`src/rtl/tile_map_pkg.sv`:
```
// -----------------------------------------------------------------------------
// tile_map_pkg
// Shared types and constants for the tile map controller.
//   tile_entry_t : one map entry {flash, tex[2:0]}
//   tile_state_e : controller FSM states (IDLE, CLEAR)
//   ST_IDLE/ST_CLEAR : the same state codes as plain constants, so the state
//                      register can stay a plain logic vector
//   TEX_EMPTY / TEX_WALL : texture indices written by the clear sequence
//   MAP_AW : map address width, address = {row[4:0], col[4:0]}
// -----------------------------------------------------------------------------
package tile_map_pkg;

    localparam int MAP_AW  = 10;
    localparam int COORD_W = 5;

    localparam logic [2:0] TEX_EMPTY = 3'd0;
    localparam logic [2:0] TEX_WALL  = 3'd1;

    typedef enum logic [0:0] {
        IDLE  = 1'b0,
        CLEAR = 1'b1
    } tile_state_e;

    localparam logic [0:0] ST_IDLE  = 1'b0;
    localparam logic [0:0] ST_CLEAR = 1'b1;

    typedef struct packed {
        logic       flash;
        logic [2:0] tex;
    } tile_entry_t;

    function automatic logic [MAP_AW-1:0] map_addr(input logic [COORD_W-1:0] row,
                                                   input logic [COORD_W-1:0] col);
        return {row, col};
    endfunction

endpackage

```
`src/rtl/tile_map_arbiter.sv`:
```
// -----------------------------------------------------------------------------
// tile_map_arbiter
// Two-way round-robin arbiter for map write requests.
//   clk, rst     : clock, asynchronous active-low reset
//   en           : arbitration allowed this cycle (controller idle, no clear)
//   req_a, req_b : pending write requests
//   win_a, win_b : combinational winner of this cycle (drives the map write)
//   gnt_a, gnt_b : registered one-cycle grants, high the cycle after winning
// On a tie the requester not granted last time wins; after reset B counts as
// last granted, so A wins the first tie.
// -----------------------------------------------------------------------------
module tile_map_arbiter (
    input  logic clk,
    input  logic rst,
    input  logic en,
    input  logic req_a,
    input  logic req_b,
    output logic win_a,
    output logic win_b,
    output logic gnt_a,
    output logic gnt_b
);

    logic last_b;

    always_comb begin
        win_a = en & req_a & (~req_b | last_b);
        win_b = en & req_b & (~req_a | ~last_b);
    end

    // ---- grant register stage ----
    always_ff @(posedge clk or negedge rst) begin
        if (!rst) begin
            gnt_a  <= 1'b0;
            gnt_b  <= 1'b0;
            last_b <= 1'b1;
        end else begin
            gnt_a <= win_a;
            gnt_b <= win_b;
            if (win_a) begin
                last_b <= 1'b0;
            end else if (win_b) begin
                last_b <= 1'b1;
            end
        end
    end

endmodule

```
`src/rtl/tile_map_ctrl.sv`:
```
// -----------------------------------------------------------------------------
// tile_map_ctrl
// Owns the on-screen tile map (one 4-bit entry per tile), looks up the entry
// under the current pixel for BLOCK_GEN, arbitrates map writes from two
// game-logic requesters, clears the map after reset or on command, and
// produces the blink phase for flashing tiles.
//
// Ports:
//   clk, rst              : pixel clock, asynchronous active-low reset
//   hcount, vcount        : current pixel position
//   vsync                 : frame sync, active high
//   texture_number        : texture index for the pixel (1 clk after hcount/vcount;
//   inversion               the surrounding top delays BLOCK_GEN timing to match)
//   req_x/col_x/row_x/data_x : requester x write (x = a: player, b: bomb)
//   gnt_x                 : one-cycle grant, map written on the same edge
//   clr_req               : start a full-map clear (sampled only when idle)
//   busy                  : high while clearing
//
// Build option: define TILE_MAP_BORDER_LOCK_EN to make the outer ring of tiles
// indestructible walls (cleared to TEX_WALL, requester writes discarded).
// -----------------------------------------------------------------------------
module tile_map_ctrl
    import tile_map_pkg::*;
#(
    parameter int MAP_W        = 32,
    parameter int MAP_H        = 24,
    parameter int TILE_LOG2    = 5,
    parameter int FLASH_FRAMES = 16
) (
    input  logic               clk,
    input  logic               rst,
    input  logic [10:0]        hcount,
    input  logic [10:0]        vcount,
    input  logic               vsync,
    output logic [2:0]         texture_number,
    output logic               inversion,
    input  logic               req_a,
    input  logic [COORD_W-1:0] col_a,
    input  logic [COORD_W-1:0] row_a,
    input  logic [3:0]         data_a,
    output logic               gnt_a,
    input  logic               req_b,
    input  logic [COORD_W-1:0] col_b,
    input  logic [COORD_W-1:0] row_b,
    input  logic [3:0]         data_b,
    output logic               gnt_b,
    input  logic               clr_req,
    output logic               busy
);

    localparam int FC_W = (FLASH_FRAMES > 1) ? $clog2(FLASH_FRAMES) : 1;

    tile_entry_t map_mem [0:(1<<MAP_AW)-1];

    logic [0:0]         state;
    logic [COORD_W-1:0] clr_row, clr_col;
    logic               win_a, win_b;
    logic               wr_en;
    logic [MAP_AW-1:0]  wr_addr;
    tile_entry_t        wr_data;
    logic               vsync_q, flash_phase;
    logic [FC_W-1:0]    frame_cnt;

    function automatic logic in_bounds(input logic [COORD_W-1:0] r,
                                       input logic [COORD_W-1:0] c);
        return ({1'b0, r} < 6'(MAP_H)) && ({1'b0, c} < 6'(MAP_W));
    endfunction

`ifdef TILE_MAP_BORDER_LOCK_EN
    function automatic logic is_border(input logic [COORD_W-1:0] r,
                                       input logic [COORD_W-1:0] c);
        return (r == '0) || (r == COORD_W'(MAP_H-1)) ||
               (c == '0) || (c == COORD_W'(MAP_W-1));
    endfunction
`endif

    // Off-map rows (row >= MAP_H) still get a grant but never touch the map.
    function automatic logic writable(input logic [COORD_W-1:0] r,
                                      input logic [COORD_W-1:0] c);
`ifdef TILE_MAP_BORDER_LOCK_EN
        return in_bounds(r, c) && !is_border(r, c);
`else
        return in_bounds(r, c);
`endif
    endfunction

    tile_map_arbiter u_arb (
        .clk   (clk),
        .rst   (rst),
        .en    ((state == ST_IDLE) && !clr_req),
        .req_a (req_a),
        .req_b (req_b),
        .win_a (win_a),
        .win_b (win_b),
        .gnt_a (gnt_a),
        .gnt_b (gnt_b)
    );

    // ---- write select: clear sequence has priority, then the arbiter winner ----
    always_comb begin
        wr_en   = 1'b0;
        wr_addr = map_addr(clr_row, clr_col);
        wr_data = '{flash: 1'b0, tex: TEX_EMPTY};
        if (state == ST_CLEAR) begin
            wr_en = 1'b1;
`ifdef TILE_MAP_BORDER_LOCK_EN
            if (is_border(clr_row, clr_col)) begin
                wr_data.tex = TEX_WALL;
            end
`endif
        end else if (win_a) begin
            wr_en   = writable(row_a, col_a);
            wr_addr = map_addr(row_a, col_a);
            wr_data = tile_entry_t'(data_a);
        end else if (win_b) begin
            wr_en   = writable(row_b, col_b);
            wr_addr = map_addr(row_b, col_b);
            wr_data = tile_entry_t'(data_b);
        end
    end

    // ---- map storage (not reset; the clear sequence initialises it) ----
    always_ff @(posedge clk) begin
        if (wr_en) begin
            map_mem[wr_addr] <= wr_data;
        end
    end

    // ---- FSM and clear pointer ----
    always_ff @(posedge clk or negedge rst) begin
        if (!rst) begin
            state   <= ST_CLEAR;
            busy    <= 1'b1;
            clr_row <= '0;
            clr_col <= '0;
        end else if (state == ST_IDLE) begin
            if (clr_req) begin
                state   <= ST_CLEAR;
                busy    <= 1'b1;
                clr_row <= '0;
                clr_col <= '0;
            end
        end else begin
            if (clr_col == COORD_W'(MAP_W-1)) begin
                clr_col <= '0;
                if (clr_row == COORD_W'(MAP_H-1)) begin
                    clr_row <= '0;
                    state   <= ST_IDLE;
                    busy    <= 1'b0;
                end else begin
                    clr_row <= clr_row + 1'b1;
                end
            end else begin
                clr_col <= clr_col + 1'b1;
            end
        end
    end

    // ---- flash phase: counts vsync rising edges, independent of clearing ----
    always_ff @(posedge clk or negedge rst) begin
        if (!rst) begin
            vsync_q     <= 1'b0;
            frame_cnt   <= '0;
            flash_phase <= 1'b0;
        end else begin
            vsync_q <= vsync;
            if (vsync && !vsync_q) begin
                if (frame_cnt == FC_W'(FLASH_FRAMES-1)) begin
                    frame_cnt   <= '0;
                    flash_phase <= ~flash_phase;
                end else begin
                    frame_cnt <= frame_cnt + 1'b1;
                end
            end
        end
    end

    // ---- pixel lookup stage p0: tile coordinates and map read ----
    logic [10:0] px_col_p0, px_row_p0;
    logic        in_map_p0;
    tile_entry_t rd_entry_p0;

    always_comb begin
        px_col_p0   = hcount >> TILE_LOG2;
        px_row_p0   = vcount >> TILE_LOG2;
        in_map_p0   = (px_col_p0 < 11'(MAP_W)) && (px_row_p0 < 11'(MAP_H));
        rd_entry_p0 = map_mem[map_addr(px_row_p0[COORD_W-1:0], px_col_p0[COORD_W-1:0])];
    end

    // ---- pixel output stage p1: registered texture and inversion ----
    always_ff @(posedge clk or negedge rst) begin
        if (!rst) begin
            texture_number <= TEX_EMPTY;
            inversion      <= 1'b0;
        end else if ((state == ST_CLEAR) || !in_map_p0) begin
            texture_number <= TEX_EMPTY;
            inversion      <= 1'b0;
        end else begin
            texture_number <= rd_entry_p0.tex;
            inversion      <= rd_entry_p0.flash & flash_phase;
        end
    end

endmodule
```
`config.mk`:
```
export PLATFORM = sky130hd
export DESIGN_NAME = tile_map_ctrl
export DESIGN_NICKNAME = d
export VERILOG_FILES = /design/src/rtl/tile_map_pkg.sv /design/src/rtl/tile_map_arbiter.sv /design/src/rtl/tile_map_ctrl.sv
export SDC_FILE = /design/constraint.sdc
export NUM_CORES = 2
export LEC_CHECK = 0
export ABC_AREA = 1
export CORE_UTILIZATION = 59
export CTS_BUF_LIST = sky130_fd_sc_hd__clkbuf_8
export DETAILED_ROUTE_END_ITERATION = 6
export GPL_TIMING_DRIVEN = 0
export PLACE_DENSITY = 0.75
export REMOVE_ABC_BUFFERS = 1
export SLEW_MARGIN = 20
export SYNTH_ARGS = -nofsm -noshare
export SYNTH_HDL_FRONTEND = slang
export SYNTH_SLANG_ARGS = --single-unit
```
`constraint.sdc`:
```
create_clock -name clk -period 44.1 [get_ports clk]
set_clock_uncertainty 0.05 [all_clocks]
set_input_delay 8.82 -clock clk [delete_from_list [all_inputs] [get_ports clk]]
set_output_delay 8.82 -clock clk [all_outputs]
set_load 0.05 [all_outputs]
```
==> results list <==
* Vias: 114,000
- The worst pin sits at a relative slew slack of 14.7%.
- Power density over the cells: 39.9 nW/um2
* Cell area after technology mapping: 169,000 um2
* Maximum number of pins on one net before global-route repair: 188
- The HPWL after detailed placement is 251 mm.
* Clock net sink count: 4,121
- Wires add up to 442 mm.
* Clock transition at the register clock pins on the worst setup and hold paths after CTS: 0.06 ns
* Post-detailed-route wirelength per cell: 23.6 um
- The detail route stage leaves a number of antenna-violating nets equal to 0.
* Final worst-path cycle share: 30.5%
* CTS Buffer Depth: 4
* Met2 Routed Length: 210 mm
- Library cell occupying the most area in the post-synthesis netlist: sky130_fd_sc_hd__edfxtp_1
* Number of buffers added by the clock tree synthesis step: 634
- Type of element capturing the critical path: register
* Fraction of power consumed by combinational cells: 4.7%
* Minimum period implied by the final worst setup slack: 13.47 ns
- Once placement completed, the tool counted placed cells totaling 17,600.
* First-pass GRT wire length: 658 mm
* Die Height: 538 um
- The highest metal layer carrying signal wires in the routed design is met5.
- Root Buffer Master: sky130_fd_sc_hd__clkbuf_8
- The die covers 289,000 um2.
- Setup violations, final: 0
- Leakage component of the power: 67.3 nW
* Final weighted congestion of routability-driven global placement: 0.824
- The count of cells in the finished layout, fillers not included, comes to 18,700.
- Number of synthesized register bits: 4,121
- The most used flip-flop cell after synthesis is sky130_fd_sc_hd__edfxtp_1.
- The H-tree generated during clock tree synthesis spans 6 levels.
- Internal power comes to 0.00573 W.
- Gr usage total: 30.3%
- Across the run, the number of max-cap violations was 0.
- For the worst-skew pair, the clock arrives at the later sink with an insertion delay of 1.09 ns.
- Endpoint arrival time on the critical path: 14.33 ns
- STA classifies the critical path startpoint as an input pin.
- Setup repair after global routing left no endpoint under its margin.
- In this run, synthesis inferred 4,096 flip-flops with an integrated enable.
* Net Switching: 0.00170 W
- Summed over all layers, the global routing overflow is 0.
- Critical Path RT: 44.96 ns
- Most frequent cells in the layout: sky130_fd_sc_hd__nand2_1 (4,150), sky130_fd_sc_hd__edfxtp_1 (4,096), sky130_fd_sc_hd__nand3_1 (4,087)
* Commonest non-fill, non-tap cell in the layout: sky130_fd_sc_hd__nand2_1
- Wire segments on met3 add up to 48.9 mm in the final route.
- Share of total power consumed by net switching: 22.9%
* Area grow syn2layout: 9.96%
* Maximum VDD drop: 23.8 uV
* Max Transition Viols Final: 0
* Drt drc: 0
- Post-synthesis instance total: 14,700
- Core region area: 285,000 um2
- For the pin with the worst max-slew slack, the measured transition is 1.28 ns.
- Number of DRC markers in iteration 0: 14,700
- Final hold slack: 0.417 ns
- Post-cts sizing count: 0
- In this run the horizontal extent of the chip is 538 um.
- The final layout contains 14,600 nets.
* Number of unique standard cell types used by synthesis: 37
- Top fanout value on the critical path: 164
- The min-delay analysis places its worst path in the category reg2reg.
* Average cell area after synthesis: 11.5 um2
- The worst setup path is of the in2reg kind.
- Sequential area share after synthesis: 73.0%
- First drt pass iteration count: 7
- Sorting the synthesized cells by area gives the leading types as sky130_fd_sc_hd__edfxtp_1 (73%), sky130_fd_sc_hd__nand3_1 (12%), sky130_fd_sc_hd__nand2_1 (9.3%).
* Count of endpoints failing hold in the final timing report: 0
- Vias in the first global route: 110,000
* Part of the total power dissipated in the clock network: 38.2%
- Total of hold buffers inserted after clock tree synthesis: 0
- The flow ran to the end, and the final reports show no timing, DRC or antenna violations.
- The number of antenna violations at the first check in global routing came to 18.
- Input and output buffers added on the ports amount to 52.
- Fraction of power consumed by sequential logic: 57.2%
- Average via count per standard cell: 6.09
- During synthesis, Yosys emitted a total of 0 warnings.
- Fraction of registers with async set or reset after synthesis: 0.607%
- 63 I/O pins were placed.
* Effective utilization at floorplan: 59.4%
- Number of standard-cell rows in the floorplan: 196
* Max Clock Freq: 74.3 MHz
- TritonCTS clock tree: yes
- Post-CTS Repair Setup Buffers: 0
- Post-synth top area share: 72.7%
- Fraction of layout cells with a size suffix above 1: 6.95%
* Met1 Wirelength: 159 mm
layout make-up:
class	count	area, um2
Antenna cell	11	27.5
Clock buffer	645	8880
Clock inverter	433	2100
Fill cell	20300	99100
Inverter	82	358
Multi-Input combinational cell	9446	41300
Sequential cell	4121	124000
Tap cell	3762	4710
Timing Repair Buffer	232	5150
logic make-up (layout without fill, tap and decap cells):
logic type	Yosys count	after routing	synth area share, %
xor gates and xnor gates	5	5	0.0259
AOI/OAI and AO/OA	34	34	0.126
other	0	11	0
and+or+nand+nor	9401	9401	24.0
DFF	4121	4121	73.0
buffers and inverters	1182	1392	2.83
adders and majority gates	4	4	0.0296
muxes	2	2	0.0118
state kept, by name (all words and copies together), names as in the netlist:
signal and cells:
map_mem 4096, clr_col 5, clr_row 5, frame_cnt 4
texture_number 3, busy 1, flash_phase 1, inversion 1
state 1, u_arb.gnt_a 1, u_arb.gnt_b 1, u_arb.last_b 1
vsync_q 1
power groups by stage:
stage | Sequential, W | Combinational, W | Clock (W)
after global routing | 0.00424 | 0.000374 | 0.00301
after CTS | 0.00424 | 0.000340 | 0.00285
after detailed placement | 0.00433 | 0.000339 | 0
after floorplan | 0.00433 | 0.000239 | 0
final | 0.00424 | 0.000348 | 0.00283
after global placement | 0.00433 | 0.000590 | 0
worst max-delay path, stage by stage:
cell                      delay, ns
sky130_fd_sc_hd__buf_16        0.32
sky130_fd_sc_hd__buf_16        0.51
sky130_fd_sc_hd__buf_16        0.40
sky130_fd_sc_hd__inv_8         0.32
sky130_fd_sc_hd__buf_16        0.36
sky130_fd_sc_hd__buf_16        0.36
sky130_fd_sc_hd__nand3_1       0.22
sky130_fd_sc_hd__nand3_1       0.10
sky130_fd_sc_hd__nand3_1       0.10
sky130_fd_sc_hd__nand3_1       0.14
sky130_fd_sc_hd__nand3_1       0.20
sky130_fd_sc_hd__nand3_1       0.30
sky130_fd_sc_hd__nand3_1       0.27
sky130_fd_sc_hd__nand3_1       0.24
sky130_fd_sc_hd__nand2_1       0.35
sky130_fd_sc_hd__nand2_1       0.12
sky130_fd_sc_hd__a21oi_1       0.32
metrics by stage:
| stage | area, um2 | utilization (%) | worst slack (ns) | TNS [ns] | total power (W) |
|---|---|---|---|---|---|
| floorplan | 165000 | - | 18.73 | 0 | 0.00456 |
| global placement | 170000 | 59.6 | -440.37 | -1761.03 | 0.00492 |
| detailed placement | 175000 | 61.4 | 30.00 | 0 | 0.00466 |
| CTS | 186000 | 65.3 | 31.12 | 0 | 0.00743 |
| global route | 186000 | 65.3 | 30.77 | 0 | 0.00762 |
| finish | 186000 | 65.3 | 30.63 | 0 | 0.00743 |
cell usage after synthesis, drive strengths merged, types with 2 or more instances:
cell / count
clkbuf: 656
o211ai: 4
ha: 4
dfstp: 3
o22ai: 3
edfxtp: 4096
xor2: 4
nor2: 1078
nand2: 4201
dfrtp: 22
mux2i: 2
a22o: 4
a21oi: 9
buf: 444
o21ai: 13
inv: 81
nor3: 14
nand3: 4104
worst paths after layout:
| path | startpoint | endpoint | slack [ns] | cells past startpoint |
|---|---|---|---|---|
| max in group asynchronous | rst | flash_phase | 35.90 | 1 |
| max reg2reg | state | map_mem[508][2] | 39.52 | 11 |
| min in group asynchronous | rst | u_arb.gnt_a | 7.71 | 1 |
| min reg2reg | flash_phase | flash_phase | 0.42 | 1 |
| max | hcount[6] | texture_number[0] | 30.63 | 17 |
| min | flash_phase | flash_phase | 0.42 | 1 |
layer usage:
metal	global-route usage [%]	vias to the layer above
li1	-	51700
met1	39.3	54500
met2	48.9	6759
met3	5.75	1218
met4	16.2	12
met5	0	-
(Power assumes the default switching activity.)
